**config.mk**
```make
export PLATFORM = sky130hd
export DESIGN_NAME = sl_root_arbiter
export DESIGN_NICKNAME = d
export VERILOG_FILES = /design/src/rtl/sl_pkg.sv /design/src/rtl/sl_rr_arb.sv /design/src/rtl/sl_root_arbiter.sv
export SDC_FILE = /design/constraint.sdc
export NUM_CORES = 1
export LEC_CHECK = 0
export BUFFER_PORTS_ARGS = -buffer_cell sky130_fd_sc_hd__buf_4
export CAP_MARGIN = 20
export CORE_AREA = 2 2 200 202
export CTS_CLUSTER_SIZE = 24
export DETAILED_ROUTE_END_ITERATION = 10
export DIE_AREA = 0 0 202 204
export GPL_TIMING_DRIVEN = 0
export PLACE_DENSITY_LB_ADDON = 0.25
export SETUP_SLACK_MARGIN = 0.15
export SLEW_MARGIN = 20
export SYNTH_ARGS = -nofsm -noshare
export SYNTH_HDL_FRONTEND = slang
export SYNTH_SLANG_ARGS = --single-unit
```
**constraint.sdc**
```tcl
create_clock -name clk -period 8.7 [get_ports clk]
set_clock_uncertainty 0.2 [all_clocks]
set_input_delay 0.87 -clock clk [delete_from_list [all_inputs] [get_ports clk]]
set_output_delay 0.87 -clock clk [all_outputs]
set_load 0.05 [all_outputs]
```
**src/rtl/sl_pkg.sv**
```systemverilog
// Shared same-latency (SL) tree types: request/response beats and the
// read-tracker entry used by the root arbiter.
package sl_pkg;

  localparam int unsigned SL_AW        = 16;
  localparam int unsigned SL_DW        = 32;
  localparam int unsigned SL_NUM_M_MAX = 16;
  localparam int unsigned SL_IDXW      = $clog2(SL_NUM_M_MAX);

  typedef struct packed {
    logic             wen;
    logic [SL_AW-1:0] waddr;
    logic [SL_DW-1:0] wdata;
  } SL_WREQ;

  typedef struct packed {
    logic             ren;
    logic [SL_AW-1:0] raddr;
  } SL_RREQ;

  typedef struct packed {
    SL_WREQ wreq;
    SL_RREQ rreq;
  } SL_REQ;

  typedef struct packed {
    logic             rvalid;
    logic [SL_DW-1:0] rdata;
  } SL_RES;

  // Tracker slot: which master issued the read occupying this pipe stage.
  typedef struct packed {
    logic               valid;
    logic [SL_IDXW-1:0] idx;
  } SL_RTAG;

endpackage

```
**src/rtl/sl_rr_arb.sv**
```systemverilog
// Round-robin arbiter: combinational one-hot grant starting the search at
// an internal pointer, which advances past the winner on each grant.
module sl_rr_arb #(
  parameter int unsigned NUM_M = 4,
  localparam int unsigned IDW  = (NUM_M > 1) ? $clog2(NUM_M) : 1
) (
  input  logic             clk,
  input  logic             rst,
  input  logic [NUM_M-1:0] i_req,
  output logic [NUM_M-1:0] o_gnt,
  output logic [IDW-1:0]   o_idx,
  output logic             o_any
);

  logic [IDW-1:0]   r_ptr;
  logic [IDW-1:0]   w_idx;
  logic             w_any;
  logic [NUM_M-1:0] w_gnt;
  int unsigned      w_best;
  int unsigned      w_dist;

  // Winner is the requester with the smallest modulo distance from r_ptr.
  always_comb begin
    w_idx  = '0;
    w_any  = 1'b0;
    w_gnt  = '0;
    w_best = NUM_M;
    w_dist = 0;
    for (int unsigned i = 0; i < NUM_M; i++) begin
      if (i_req[i]) begin
        w_dist = (i >= 32'(r_ptr)) ? (i - 32'(r_ptr)) : (i + NUM_M - 32'(r_ptr));
        if (w_dist < w_best) begin
          w_best = w_dist;
          w_idx  = IDW'(i);
          w_any  = 1'b1;
        end
      end
    end
    for (int unsigned i = 0; i < NUM_M; i++) begin
      w_gnt[i] = w_any && (w_idx == IDW'(i));
    end
    if (rst) begin
      w_gnt = '0;
      w_any = 1'b0;
    end
  end

  assign o_gnt = w_gnt;
  assign o_idx = w_idx;
  assign o_any = w_any;

  // Pointer moves to the slot after the winner; holds when idle.
  always_ff @(posedge clk or posedge rst) begin
    if (rst) begin
      r_ptr <= '0;
    end else if (w_any) begin
      r_ptr <= (w_idx == IDW'(NUM_M - 1)) ? '0 : w_idx + 1'b1;
    end
  end

endmodule

```
**src/rtl/sl_root_arbiter.sv**
```systemverilog
// Root-port arbiter for an SL request tree: independent RR write and read
// grants merged into one registered beat, plus a fixed-depth read-tag pipe
// that steers the fixed-latency response back to the issuing master.
module sl_root_arbiter
  import sl_pkg::*;
#(
  parameter int unsigned NUM_M  = 4,
  parameter int unsigned RD_LAT = 6
) (
  input  logic                            clk,
  input  logic                            rst,
  input  logic [NUM_M*$bits(SL_REQ)-1:0]  req_m,
  output logic [NUM_M-1:0]                gnt_w,
  output logic [NUM_M-1:0]                gnt_r,
  output logic [NUM_M*$bits(SL_RES)-1:0]  res_m,
  output logic [$bits(SL_REQ)-1:0]        req_root,
  input  logic [$bits(SL_RES)-1:0]        res_root,
  output logic [$clog2(RD_LAT+1)-1:0]     rd_outstanding,
  output logic                            lat_err
);

  localparam int unsigned IDW = $clog2(NUM_M);
  localparam int unsigned RW  = $bits(SL_REQ);
  localparam int unsigned SW  = $bits(SL_RES);
  localparam int unsigned CW  = $clog2(RD_LAT + 1);

  SL_REQ            w_req [NUM_M];
  logic [NUM_M-1:0] w_wv;
  logic [NUM_M-1:0] w_rv;
  logic [IDW-1:0]   w_widx;
  logic [IDW-1:0]   w_ridx;
  logic             w_wany;
  logic             w_rany;
  SL_REQ            w_root;
  SL_RES            w_res;
  SL_RTAG           w_tail;
  logic             w_deliver;

  SL_REQ            r_root;
  SL_RES            r_res [NUM_M];
  SL_RTAG           r_tag [0:RD_LAT];
  logic [CW-1:0]    r_cnt;
  logic             r_err;

  // Unpack per-master requests and extract the valid bits.
  always_comb begin
    for (int unsigned i = 0; i < NUM_M; i++) begin
      w_req[i] = SL_REQ'(req_m[i*RW +: RW]);
      w_wv[i]  = w_req[i].wreq.wen;
      w_rv[i]  = w_req[i].rreq.ren;
    end
  end

  sl_rr_arb #(.NUM_M(NUM_M)) u_warb (
    .clk   (clk),
    .rst   (rst),
    .i_req (w_wv),
    .o_gnt (gnt_w),
    .o_idx (w_widx),
    .o_any (w_wany)
  );

  sl_rr_arb #(.NUM_M(NUM_M)) u_rarb (
    .clk   (clk),
    .rst   (rst),
    .i_req (w_rv),
    .o_gnt (gnt_r),
    .o_idx (w_ridx),
    .o_any (w_rany)
  );

  // Merge the granted write half and read half into one root beat.
  always_comb begin
    w_root = '0;
    if (w_wany) w_root.wreq = w_req[w_widx].wreq;
    if (w_rany) w_root.rreq = w_req[w_ridx].rreq;
  end

  assign w_res     = SL_RES'(res_root);
  assign w_tail    = r_tag[RD_LAT];
  assign w_deliver = w_res.rvalid && w_tail.valid;

  // Root beat, tag pipe, outstanding count, response steering and error flag.
  always_ff @(posedge clk or posedge rst) begin
    if (rst) begin
      r_root <= '0;
      r_res  <= '{default: '0};
      r_tag  <= '{default: '0};
      r_cnt  <= '0;
      r_err  <= 1'b0;
    end else begin
      r_root <= w_root;
      r_tag[0] <= w_rany ? SL_RTAG'{valid: 1'b1, idx: SL_IDXW'(w_ridx)} : '0;
      for (int unsigned k = 1; k <= RD_LAT; k++) begin
        r_tag[k] <= r_tag[k-1];
      end
      // Count covers slots 0..RD_LAT-1: a load enters, a move into the tail leaves.
      case ({w_rany, r_tag[RD_LAT-1].valid})
        2'b10:   r_cnt <= r_cnt + 1'b1;
        2'b01:   r_cnt <= r_cnt - 1'b1;
        default: r_cnt <= r_cnt;
      endcase
      for (int unsigned i = 0; i < NUM_M; i++) begin
        r_res[i] <= (w_deliver && (w_tail.idx == SL_IDXW'(i))) ? w_res : '0;
      end
      if (w_res.rvalid != w_tail.valid) r_err <= 1'b1;
    end
  end

  // Repack registered responses onto the flat output port.
  always_comb begin
    res_m = '0;
    for (int unsigned i = 0; i < NUM_M; i++) begin
      res_m[i*SW +: SW] = r_res[i];
    end
  end

  assign req_root       = r_root;
  assign rd_outstanding = r_cnt;
  assign lat_err        = r_err;

endmodule
```
==> results of run 1 <==
metal layers:
metal,up-vias,global-route usage (%)
met1,4125,22.01
met5,-,0.7143
li1,4036,-
met4,2,6.854
met2,355,28.28
met3,81,4.544
area by class of cell:
type | count | area [um^2]
buffer | 55 | 236.5
clock buffer | 37 | 795.8
clock inverter | 10 | 190.2
fill | 3922 | 24070
inverter | 27 | 108.9
multi-input combinational | 558 | 3573
sequential | 227 | 5680
tap | 525 | 656.9
timing repair buffer | 510 | 3869
cells in the final DEF (no fill, tap or decap), types with 9 or more instances in the layout:
cell       instances
buf_2              9
clkbuf_1          47
clkbuf_16         29
buf_4            508
ha_1              30
nand3_1           65
inv_1             24
nand2_2           10
and2_1           144
a21oi_1           59
nor2_1            28
dfrtp_1          227
a311o_1           16
a21oi_2           10
nand2_1           85
a221o_1           47
power by group through the flow:
stage | clock network (mW) | logic [mW] | registers (mW)
final | 1.24 | 2.31 | 1.37
after detailed placement | 0 | 2.32 | 1.39
after global placement | 0 | 2.31 | 1.39
after floorplan | 0 | 0.863 | 2.04
after CTS | 1.28 | 2.33 | 1.37
after global routing | 1.33 | 2.47 | 1.39
Yosys cell counts (8+ instances only):
| cell | count | area share [%] |
|---|---|---|
| a21oi_1 | 59 | 3.1 |
| a221o_1 | 47 | 4.9 |
| nand2_2 | 10 | 0.65 |
| inv_1 | 25 | 0.98 |
| dfrtp_1 | 227 | 59 |
| and2_1 | 144 | 9.4 |
| nand2_1 | 85 | 3.3 |
| o21ai_0 | 8 | 0.42 |
| nor2_1 | 28 | 1.1 |
| a21oi_2 | 10 | 0.91 |
| nand3_1 | 65 | 3.4 |
| a311o_1 | 16 | 1.7 |
| buf_2 | 9 | 0.47 |
| ha_1 | 30 | 3.9 |
| clkbuf_1 | 43 | 1.7 |
flip-flops by register name, summed over array words and instances (netlist names):
signal / count
req_root: 66
u_warb.r_ptr: 2
lat_err: 1
r_tag: 21
u_rarb.r_ptr: 2
res_m: 132
rd_outstanding: 3
cells by family (layout without fill, tap and decap cells):
logic type	count (synthesis)	in the layout	share of synthesized area [%]
AO/OA/AOI/OAI	167	167	13.29
adder cells (fa/ha/maj)	31	31	4.125
AND/OR/NAND/NOR	351	351	19.22
buffers and inverters	82	639	3.525
flip-flops	227	227	59.27
XOR/XNOR	3	3	0.2742
other	2	4	0.07836
multiplexers	2	2	0.2219
through the flow:
stage,utilization (%),setup slack [ps],cell area (um^2),total power [mW]
after floorplan,-,545.6,9592,2.904
after global placement,35.89,-2078,14060,3.695
after detailed placement,36.05,1276,14120,3.706
after CTS,38.56,639.5,15110,4.981
after global routing,38.56,167.9,15110,5.186
final,38.56,746.3,15110,4.921
path summary, 6_finish.rpt:
check                                   to  slack (ps)
min                               r_tag[0]         150
max                               gnt_r[2]         750
max in group asynchronous        res_m[34]        7260
max reg2reg                u_rarb.r_ptr[1]        2250
min in group asynchronous        r_tag[29]         190
min reg2reg                       r_tag[0]         150
==> reports/results.txt, run 1 <==
Layout area overhead - 57.66%
Final Hold Vio Count - 0
Switching share of total power - 42.73%
Worst Setup SP - u_rarb.r_ptr[1]
Crit path kind - flop to primary output
WP depth - 27
Synth Instances - 865
Internal - 2.819 mW
Max FO, Critical Path - 10
Clock share of power - 25.2%
Routed wire length on met3 - 2.929 mm
CP Data Arrival Time - 6880 ps
Post-Syn Area per Cell - 11.08 um^2
DIE AREA - 0.04121 mm^2
Gr ovfl total - 0
I/O pins - 509
Slowest CP cell - nor2_1
Clock-pin slew on the worst setup and hold paths - 60 ps
Post-synth EDFFs - 0
Vias per Instance - 4.412
Hold/Removal Path Class - flop to flop
Slew headroom - 51.33%
Hold Buf Count CTS - 0
Fraction of layout cells with a size suffix above 1 - 41.71%
Sw Pwr - 2.103 mW
Final setup viols - 0
Synthesized cell area - 0.009584 mm^2
Max layer used - met5
RSZ-0062 raised after global routing - no
Clock Sinks - 227
Hold Startpoint - r_tag[5]
Port Buffers - 508
DP Cell Count - 1,902
#FFs+latches synth - 227
Initial DRC Count - 355
Kind of end point of the critical path - primary output
Worst path required time - 7630 ps
RD Place Congestion - 0.9422
CP delay by family, top - buffers and inverters
Pre-antenna DRT Iters - 4
Row cnt - 73
Met2 wire len - 17.33 mm
Core ar. - 0.03918 mm^2
R2R cell count - 27
Reg power frac - 27.8%
Crit-path most repeated cell - ha_1
Fin. max-slew vios - 0
Die width - 202 um
Post-DP HPWL - 28.49 mm
Synth async-reset ratio - 100.0%
Drt wl/cell - 18.93 um
# DRC - 0
Initial Util - 24.46%
Fmax - 0.1257 GHz
Final wirelength - 36.90 mm
Critical Path Source Type - flop
# resized after CTS - 0
Via count - 8,599
Power per Cell Area - 325.7 mW/mm^2
Status - complete, no violations
Max_cap viols - 0
Logic gate share of total power - 46.9%
CP bufs+invs - 8
GRT Total Usage - 17.37%
Yosys cell types - 51
Leakage power - 7.827 nW
Met1 Wirelength - 15.25 mm
Slew @ Worst Pin - 730.0 ps
FF-to-FF Start - u_rarb.r_ptr[1]
Largest stage delay on the critical path - 520 ps
Largest net degree at the start of global routing - 105
Initial antenna violation count - 0
Worst hold path depth - 0
Cts bufs inserted - 28
Antenna cell count - 0
Clk_lat worst skew - 540 ps
First-pass GRT wire length - 54.68 mm
Final min period - 7954 ps
Antenna Nets Post-Route - 0
Post-CTS setup buffer count - 0
Vias in the first global route - 8,855
Worst vdd ir - 0.0001784 V
Clock buffer depth - 3
# H-tree levels - 1
Root buf cell - clkbuf_16
Setup tns final - 0 ps
Die Ht - 204 um
Fin crit share - 91.42%
Nets@finish - 1,737
Final cell count without fillers - 1,949
Ys flop type - dfrtp_1
Worst hold slack - 145.5 ps
Sequential cell area fraction in the yosys report - 59.27%
TritonCTS clock tree - yes
Synth warn - 0
Note: power is estimated with default switching activity, not from simulation.
==> run 2: changes to the inputs <==
--- a/config.mk
+++ b/config.mk
@@ -5,12 +5,14 @@
 export SDC_FILE = /design/constraint.sdc
 export NUM_CORES = 1
 export LEC_CHECK = 0
+export ABC_AREA = 1
+export ABC_CLOCK_PERIOD_IN_PS = 8700
 export BUFFER_PORTS_ARGS = -buffer_cell sky130_fd_sc_hd__buf_4
 export CAP_MARGIN = 20
-export CORE_AREA = 2 2 200 202
+export CORE_AREA = 2 2 196 198
 export CTS_CLUSTER_SIZE = 24
 export DETAILED_ROUTE_END_ITERATION = 10
-export DIE_AREA = 0 0 202 204
+export DIE_AREA = 0 0 198 200
 export GPL_TIMING_DRIVEN = 0
 export PLACE_DENSITY_LB_ADDON = 0.25
 export SETUP_SLACK_MARGIN = 0.15
==> constraint.sdc (replaced) <==
create_clock -name clk -period 8.7 [get_ports clk]
set_clock_uncertainty 0.2 [all_clocks]
set_input_delay 0.435 -clock clk [delete_from_list [all_inputs] [get_ports clk]]
set_output_delay 0.435 -clock clk [all_outputs]
set_load 0.05 [all_outputs]
==> reports/results.txt, run 2 <==
Final min period - 5600 ps (-2354 ps)
TritonCTS clock tree - yes
I/O pins - 509 (unchanged)
Internal - 2.818 mW (about the same)
Slowest CP cell - dfrtp_1
Post-Synth XOR/XNOR Area - 0.1745% (-0.10 points)
Fin crit share - 64.37% (-27 points)
Root buf cell - clkbuf_16
Vias per Instance - 4.384 (-0.63%)
Critical Path Source Type - flop
Area share of fa/ha/maj cells after synthesis - 3.940% (-0.19 points)
DP Cell Count - 2,103 (+11%)
DP Area - 0.01455 mm^2 (+3.0%)
Sequential cell area fraction in the yosys report - 56.60% (-2.7 points)
Fmax - 0.1786 GHz (+42%)
Worst vdd ir - 0.0001549 V (-13%)
RSZ-0062 raised after global routing - no
Layout area overhead - 58.80%
Initial antenna violation count - 0 (unchanged)
Synth async-reset ratio - 100.0% (unchanged)
Synth Instances - 1,081 (+25%)
Worst path required time - 8070 ps (+440 ps)
Synthesized cell area - 0.01004 mm^2 (+4.7%)
Post-CTS setup buffer count - 0 (unchanged)
Cell accounting for the most synthesized area - dfrtp_1
Synth cell count leaders - nor2_1 (275), dfrtp_1 (227), inv_1 (108)
Initial DRC Count - 410 (+15%)
Logic gate share of total power - 52.2% (+5.3 points)
Crit-path most repeated cell - ha_1
#FFs+latches synth - 227 (unchanged)
Final setup viols - 0 (unchanged)
Antenna cell count - 0 (unchanged)
Reg power frac - 25.3% (-2.5 points)
CP Data Arrival Time - 4970 ps (-1910 ps)
Leakage power - 8.513 nW (+8.8%)
Core ar. - 0.03740 mm^2 (-4.6%)
Slew headroom - 51.89% (+0.56 points)
Max_cap viols - 0 (unchanged)
Commonest cells after routing, fill and taps aside - buf_4 (512), nor2_1 (275), dfrtp_1 (227)
Antenna Nets Post-Route - 0 (unchanged)
Post-synth EDFFs - 0 (unchanged)
Drt wl/cell - 18.27 um (-3.5%)
Final Hold Vio Count - 0 (unchanged)
Largest net degree at the start of global routing - 109 (+3.8%)
Synth Area in Compound Gates - 10.34% (-3.0 points)
Clk_lat worst skew - 530 ps (about the same)
Crit path kind - flop to primary output
Power per Cell Area - 331.3 mW/mm^2 (+1.7%)
Kind of end point of the critical path - primary output
Switching share of total power - 46.63% (+3.9 points)
Via count - 9,632 (+12%)
Clock share of power - 22.5% (-2.7 points)
Synth top area share - 56.60% (-2.7 points)
Slew @ Worst Pin - 721.6 ps (-8.392 ps)
Post-Syn Area per Cell - 9.284 um^2 (-16%)
Port Buffers - 507 (-0.20%)
Largest stage delay on the critical path - 440 ps (-80 ps)
Ys flop type - dfrtp_1
Synth warn - 0 (unchanged)
Synth Area in Simple Gates - 21.56% (+2.3 points)
Most common cell in the netlist - nor2_1
Commonest non-fill, non-tap cell in the layout - buf_4
Die width - 198 um (-2.0%)
First-pass GRT wire length - 58.17 mm (+6.4%)
Hold/Removal Path Class - primary input to flop
Yosys cell types - 32 (-37%)
Max FO, Critical Path - 11 (+1)
Gr ovfl total - 0 (unchanged)
Status - complete, no violations
Final cell count without fillers - 2,197 (+13%)
Pre-antenna DRT Iters - 4 (unchanged)
DIE AREA - 0.03960 mm^2 (-3.9%)
Nets@finish - 1,996 (+15%)
Fraction of layout cells with a size suffix above 1 - 36.83% (-4.9 points)
Final Cell Area - 0.01594 mm^2 (+5.5%)
Initial Util - 26.83% (+2.4 points)
Ranking of synthesized cells by area - dfrtp_1 (57%), nor2_1 (10%), nand3b_1 (4.8%), inv_1 (4.0%), ha_1 (3.7%)
Util after Layout - 42.61% (+4.0 points)
# DRC - 0 (unchanged)
R2R cell count - 27 (unchanged)
GRT Total Usage - 19.57% (+2.2 points)
Largest family of logic cells by synthesized area - simple AND/OR/NAND/NOR gates
Clock buffer depth - 3 (unchanged)
# H-tree levels - 1 (unchanged)
Tot Pwr - 5.279 mW (+7.3%)
Row cnt - 71 (-2.7%)
Worst hold slack - 19.53 ps (-126.0 ps)
Die Ht - 200 um (-2.0%)
Max reg flops - 132 (unchanged)
Post-synthesis mux area share - 0% (-0.22 points)
Clock-pin slew on the worst setup and hold paths - 60 ps (about the same)
Final wirelength - 40.14 mm (+8.8%)
RD Place Congestion - 0.9345 (-0.82%)
Fin. max-slew vios - 0 (unchanged)
Cts bufs inserted - 27 (-3.6%)
Sw Pwr - 2.462 mW (+17%)
Clock Sinks - 227 (unchanged)
Worst hold path depth - 3 (+3)
Post-DP HPWL - 30.70 mm (+7.8%)
Vias in the first global route - 9,583 (+8.2%)
-- run 2: changes by cell type in the layout (fill, tap and decap cells not counted), moves of 17 or more --
cell / delta
and2_1: -144
o211ai_1: +44
dlygate4sd3_1: +45
nor2_1: +247
a221o_1: -47
nand3b_1: +64
nand2_1: -18
o21ai_1: +19
o21ai_0: +29
buf_2: +17
inv_1: +83
nand3_1: -24
-- run 2: cell families after synthesis --
| logic type | after synthesis |
|---|---|
| adders and majority gates | 31 |
| xor gates and xnor gates | 2 |
| buffers and inverters | 176 |
| and+or+nand+nor | 467 |
| AOI/OAI and AO/OA | 176 |
| DFF | 227 |
| other | 2 |
-- run 2: cell type report --
class	count	area, um^2
Fill cell	3663	21460
Sequential cell	227	5680
Timing Repair Buffer	554	4312
Multi-Input combinational cell	680	3628
Clock buffer	35	745.7
Tap cell	511	639.4
Inverter	112	427.9
Buffer	64	314.1
Clock inverter	14	188.9
-- run 2: critical path, delay by kind of cell (launching register included) --
| kind | cells | cell delay (ps) |
|---|---|---|
| AO/OA/AOI/OAI | 4 | 550 |
| buffers and inverters | 8 | 920 |
| flip-flops | 1 | 440 |
| AND/OR/NAND/NOR | 13 | 1400 |
| adder cells (fa/ha/maj) | 5 | 1090 |
-- run 2: what timing repair did --
item                                   in CTS  in global routing
endpoints found under the hold margin     171                  0
hold buffers                               45                  0
gates resized for setup                     0                  0
-- run 2: layer usage --
metal	track usage, %	up-vias	routed length (um)
met2	32.73	395	18910
met4	6.767	0	1355
met5	0	-	0
li1	-	4627	-
met3	5.091	78	3216
met1	24.59	4532	16650
-- run 2: through the flow --
step	setup TNS (ps)	worst slack, ps
detailed placement	0	3655
global placement	-347360	-2106
CTS	0	3052
floorplan	0	1010
finish	0	3100
global route	0	2715
-- run 2: power by group through the flow --
stage | sequential [mW] | combinational, mW | clock [mW]
finish | 1.34 | 2.75 | 1.19
global placement | 1.35 | 2.71 | 0
global route | 1.36 | 2.95 | 1.27
floorplan | 1.91 | 1.24 | 0
detailed placement | 1.36 | 2.73 | 0
CTS | 1.34 | 2.75 | 1.23
-- run 2: path summary, 6_finish.rpt --
kind,slack [ps],from,to
max,3100,u_warb.r_ptr[1],gnt_w[0]
max reg2reg,3690,u_warb.r_ptr[1],req_root[63]
min,20,req_m[123],req_root[57]
min in group asynchronous,240,rst,req_root[58]
max in group asynchronous,6840,rst,res_m[22]
min reg2reg,140,r_tag[5],r_tag[0]
